**config.mk**
```make
export PLATFORM = sky130hd
export DESIGN_NAME = register_bank
export DESIGN_NICKNAME = d
export VERILOG_FILES = /design/src/rtl/register_bank.sv
export SDC_FILE = /design/constraint.sdc
export NUM_CORES = 2
export LEC_CHECK = 0
export BUFFER_PORTS_ARGS = -buffer_cell sky130_fd_sc_hd__buf_2
export CAP_MARGIN = 10
export CORE_ASPECT_RATIO = 0.7
export CORE_MARGIN = 4
export CORE_UTILIZATION = 25
export CTS_BUF_LIST = sky130_fd_sc_hd__clkbuf_2
export CTS_CLUSTER_SIZE = 10
export DETAILED_ROUTE_END_ITERATION = 6
export GPL_TIMING_DRIVEN = 0
export PLACE_DENSITY = 0.35
export REMOVE_ABC_BUFFERS = 1
export SYNTH_ARGS = -nofsm -noshare
export SYNTH_HDL_FRONTEND = slang
export SYNTH_SLANG_ARGS = --single-unit
```
**constraint.sdc**
```tcl
create_clock -name clk -period 3.35 [get_ports clk]
set_input_delay 0.67 -clock clk [delete_from_list [all_inputs] [get_ports clk]]
set_output_delay 0.67 -clock clk [all_outputs]
set_load 0.03 [all_outputs]
```
**src/rtl/register_bank.sv**
```systemverilog
// register_bank: general-purpose register file with two combinational read
// ports and one synchronous write port. A write presented in the current
// cycle is forwarded to any read port addressing the same register, so a
// write-back value is visible to a decode-stage read in that same cycle.
module register_bank #(
    parameter int DATA_W    = 32,
    parameter int ADDR_W    = 5,
    parameter int ZERO_HARD = 1
) (
    input  logic              clk,
    input  logic              reset,
    input  logic [ADDR_W-1:0] i_r1,
    input  logic [ADDR_W-1:0] i_r2,
    input  logic [ADDR_W-1:0] write_register,
    input  logic [DATA_W-1:0] write_data,
    input  logic              regwrite,
    output logic [DATA_W-1:0] d1,
    output logic [DATA_W-1:0] d2
);

    localparam int NREG = 2 ** ADDR_W;

    logic [DATA_W-1:0] regs_q [NREG];
    logic              wr_en;
    logic              r1_zero;
    logic              r2_zero;

    // An effective write: enabled, and not aimed at a hardwired-zero register 0.
    assign wr_en   = regwrite && !((ZERO_HARD != 0) && (write_register == '0));
    assign r1_zero = (ZERO_HARD != 0) && (i_r1 == '0);
    assign r2_zero = (ZERO_HARD != 0) && (i_r2 == '0);

    // Storage update: synchronous clear has priority over the write port.
    always_ff @(posedge clk) begin
        if (reset) begin
            // NOTE: the whole array is cleared here because software relies on
            // every register reading zero after reset; that makes this a flop
            // array rather than a RAM macro, which is acceptable at 32 entries.
            for (int i = 0; i < NREG; i++) begin
                regs_q[i] <= '0;
            end
        end else if (wr_en) begin
            // NOTE: non-blocking so every reader of regs_q in this edge sees
            // the pre-edge contents, independent of block evaluation order.
            regs_q[write_register] <= write_data;
        end
    end

    // Read ports: zero register, then same-cycle write bypass, then storage.
    always_comb begin
        // NOTE: defaults first so every path assigns the outputs and no latch
        // is inferred.
        d1 = regs_q[i_r1];
        d2 = regs_q[i_r2];
        if (r1_zero) begin
            d1 = '0;
        end else if (wr_en && (i_r1 == write_register)) begin
            d1 = write_data;
        end
        if (r2_zero) begin
            d2 = '0;
        end else if (wr_en && (i_r2 == write_register)) begin
            d2 = write_data;
        end
    end

endmodule

```
## Yosys cells after proc, flatten, opt, wreduce, memory -nomap -nowiden

Memories as Yosys holds them, arrays and structs flattened.
Index checks and enable logic that the tools add are counted.

- Register bits: 0
- Bits in writable memories: 1024
- Input port bits: 50
- Output and inout bits: 64
- Word-level logic and storage cells: 23
- Memories kept: 1

Memory list:

| name | words | width | rd ports | clocked after memory_dff | wr ports | RTL line | RTL |
|---|---|---|---|---|---|---|---|
| regs_q | 32 | 32 | 2 | 0 | 32 | 23 | `logic [DATA_W-1:0] regs_q [NREG];` |

- Equality and inequality tests: 2
- Multiplexer cells: 12
- Reduce and logical (&&, ||, !) cells: 8

Operators by type and width:

| cell | number |
|---|---|
| 32-bit two-way mux | 5 |
| 32-bit OR reduction | 1 |
| 5-bit zero test | 3 |
| 5-bit equality test | 2 |
| 1-bit two-way mux | 6 |
| 5-bit two-way mux | 1 |
| 1-bit logical AND | 3 |
| 1-bit zero test | 1 |

## Depth between registers and ports, before layout

- Word-level depth: 8
- Gate-level depth with buffers: 10
- Gate-level depth less buffers: 5

## Least setup slack after synthesis

OpenSTA, ideal clock, no wires.

- Path kind: input port to output port
- Start: input i_r2[0]
- End: output d2[0]
- Data arrival time: 2.666 ns
- Data required time: 2.680 ns
- Slack: 0.014 ns
- Stages on the path: 9
- Buffers on the path: 5
- Cell sequence: buf_6 > buf_6 > buf_6 > buf_6 > buf_6 > mux2i_1 > a221oi_1 > a21oi_1 > o32ai_1

- Longest elaborated chain between the ends: 4
- Elaborated cells between the ends (all ways): 6
- Those cells by class: eq/ne (1); mux (2); reduce/logical (2); memory (1)

Ends and longest elaborated chain:

| item | RTL line | RTL |
|---|---|---|
| start: declaration | 13 | `input logic [ADDR_W-1:0] i_r2,` |
| branches (longest 3 deep; another with memory read 32 x 32 bit) | -- |  |
| 32-bit two-way mux (*) | 60 | `if (r2_zero) begin` |
| end: declaration | 18 | `output logic [DATA_W-1:0] d2` |

Every way passes the cells marked *.

==> flow_summary.ini <==
[outcome]
outcome = complete, but fails checks
violations = setup timing

[timing]
fin_ws_ns = -1.11
relSlewSlack = 0.182
hold_viol = 0
finalCritPeriodShare = 1.33
tightest_slew_ns = 1.22
period_needed_ns = 4.46
final_max_slew_viol_count = 0
setup_violations = 80
rsz0062_at_grt = yes
fmax_mhz = 224

[clocking]
clockBufferDepth = 4
cts_tree = built
cts_root_buf = clkbuf_2
h-tree-depth = 5
cts.clk_slew.worst_paths_ns = 0.12
cts_buffers = 293
numClockSinks = 1024

[power_and_ir_drop]
power_mw = 30.2
ir_drop_uv = 217
p_per_area_nw_per_um2 = 446
p_leak_nw = 24.1

[synth]
syn_area_um2 = 55700
synth_edf_count = 1024
synth_top_area_cell = edfxtp_1
ys_seq_elements = 1024
synth_top_cell_area_share = 0.552
synthTopCellsByArea = edfxtp_1 55%, mux4_2 14%, and2_1 11%
synth.avg_cell_area_um2 = 14.2
synth-seq-area-share = 0.552
syn-instance-count = 3918
synth_flop_cell = edfxtp_1
yosysUniqueCellTypes = 70
yosys_warnings = 0
async_flop_share = 0

[place]
dp_hpwl_mm = 168
io_buffers = 113
gp_congestion = 0.711
dpl_cell_area_um2 = 62000

[die]
die_w_um = 572
core.rowCount = 144
core_area_um2 = 221000
die_area_um2 = 231000
dieHeight_um = 403
ios = 114
start_util = 0.252

[finish]
layout.nets = 4262
layout_commonest_cell = edfxtp_1
multi_input_area_um2 = 24600
largest_reg_flops = 1024
final_cell_area_um2 = 67800
n_fill_cell = 22000
final_cell_mix = 1024 x edfxtp_1, 961 x and2_1, 422 x clkbuf_2
fin_util = 0.307
syn_to_final_growth_pct = 21.6
regArea_um2 = 30700
regMostFlops = regs_q
reg_top3 = regs_q: 1024 flops
drive_above_1_share = 0.335

[route]
antenna_left = 0
drc_errors = 0
vias_per_cell = 5.30
vias = 39000
first_iter_violations = 4615
drt-pass1-iter-count = 7
wl_mm = 278
wire_per_inst_um = 37.8

[worst_hold_path]
min_path_type = input port to flip-flop
whs_path_depth = 3

[global_route]
antenna_found_initial = 52
grt_pass1_wl_mm = 363
grt_usage = 0.233
grt_max_degree = 69
grt_pass1_vias = 38300
grt_overflow_total = 0

[critical_path]
crit_chain = mux4_4 -> mux4_2 -> nor2b_4 -> a211o_4 -> buf_6
cp_slowest_cell = mux4_4
max_stage_delay_ns = 0.65
critPathArrivalTime_ns = 3.79
critPathLaunchType = flip-flop
end_kind = output pin
criticalPathCategory = flip-flop to output pin
required_ns = 2.68
cp_max_fo = 2

[job]
maxCapViolCount = 0
## worst max-delay path: cells and delay by family (launching register included)
kind                   cells  cell delay [ns]
AO/OA/AOI/OAI              1             0.37
AND/OR/NAND/NOR            1             0.14
multiplexers               2             1.12
flip-flops                 1             0.42
buffers and inverters      1             0.15
## cells in the mapped netlist, types with 3 or more instances
cell type,number
edfxtp_1,1024
and2_1,962
mux4_2,356
mux2i_1,334
clkbuf_1,292
nand2_1,130
a21oi_1,81
a22oi_1,66
buf_2,62
nor2_1,59
a211oi_1,45
nor3_1,42
o22ai_1,37
a221oi_1,35
mux2_2,35
or2_2,34
o221ai_1,33
a32o_1,32
buf_6,31
o21ai_0,27
buf_4,21
and3_1,14
a221o_1,12
buf_1,12
mux4_1,9
a22o_1,8
nand2b_1,8
nand4_1,8
xnor2_1,8
a211o_1,7
nor2b_1,7
a2111oi_2,6
nand3_1,6
nand3b_1,6
a31oi_1,5
a41oi_1,5
nor3b_1,5
o211ai_1,5
o21bai_1,5
o221a_2,4
inv_1,3
or3b_2,3
## path summary, 6_finish.rpt
check | to | start
min | regs_q[15][0] | write_register[3]
max | d2[6] | regs_q[26][6]
## per-layer routing
metal  vias up  wire length [µm]  track usage  share of wire
met5         -                41            0        0.00015
met3       369             24300       0.0495          0.087
li1      15800                 -            -              -
met2      2015            110000        0.315           0.40
met1     20800            136000        0.372           0.49
met4         6              7080       0.0541          0.025
## power breakdown
| part | switching, mW | total [mW] | leakage (nW) | internal [mW] |
|---|---|---|---|---|
| registers | 0.363 | 15.1 | 9.75 | 14.8 |
| clock network | 6.13 | 9.67 | 1.91 | 3.54 |
| logic | 3.21 | 5.40 | 12.5 | 2.19 |
| total | 9.70 | 30.2 | 24.1 | 20.5 |
## area by class of cell
cell class / instances / share of cell area
Clock buffer: 422 / 0.0312
Tap cell: 2920 / 0.0539
Clock inverter: 62 / 0.00473
Inverter: 4 / 0.000258
Antenna cell: 41 / 0.00151
Sequential cell: 1024 / 0.454
Multi-Input combinational cell: 2504 / 0.363
Timing Repair Buffer: 385 / 0.0917
## metrics by stage
step	instances	hold WS (ns)	setup TNS [ns]	setup WS [ns]
global route	7323	0.118	-52.12	-1.24
floorplan	3530	0.782	-34.89	-1.10
detailed placement	6711	1.25	-1174.72	-2.40
CTS	7276	0.000311	-78.79	-1.28
global placement	6563	1.34	-	-19.02
finish	7362	0.221	-42.42	-1.11
## cell families after synthesis
family	after synthesis	synth area share
and+or+nand+nor	1297	0.137
muxes	736	0.216
xor gates and xnor gates	10	0.00157
DFF	1024	0.552
other	1	0.0000673
AOI/OAI and AO/OA	427	0.0577
buffers and inverters	423	0.0358
## timing repair
| action | CTS | global route |
|---|---|---|
| endpoints found under the setup margin | 65 | 142 |
| setup buffers | 15 | 39 |
| pin swaps | 94 | 85 |
| gates cloned | 22 | 4 |
| gates resized for setup | 302 | 115 |
| hold buffers | 44 | 2 |
| endpoints found under the hold margin | 1024 | 5 |
No activity file was read; power rests on OpenSTA's default activity.
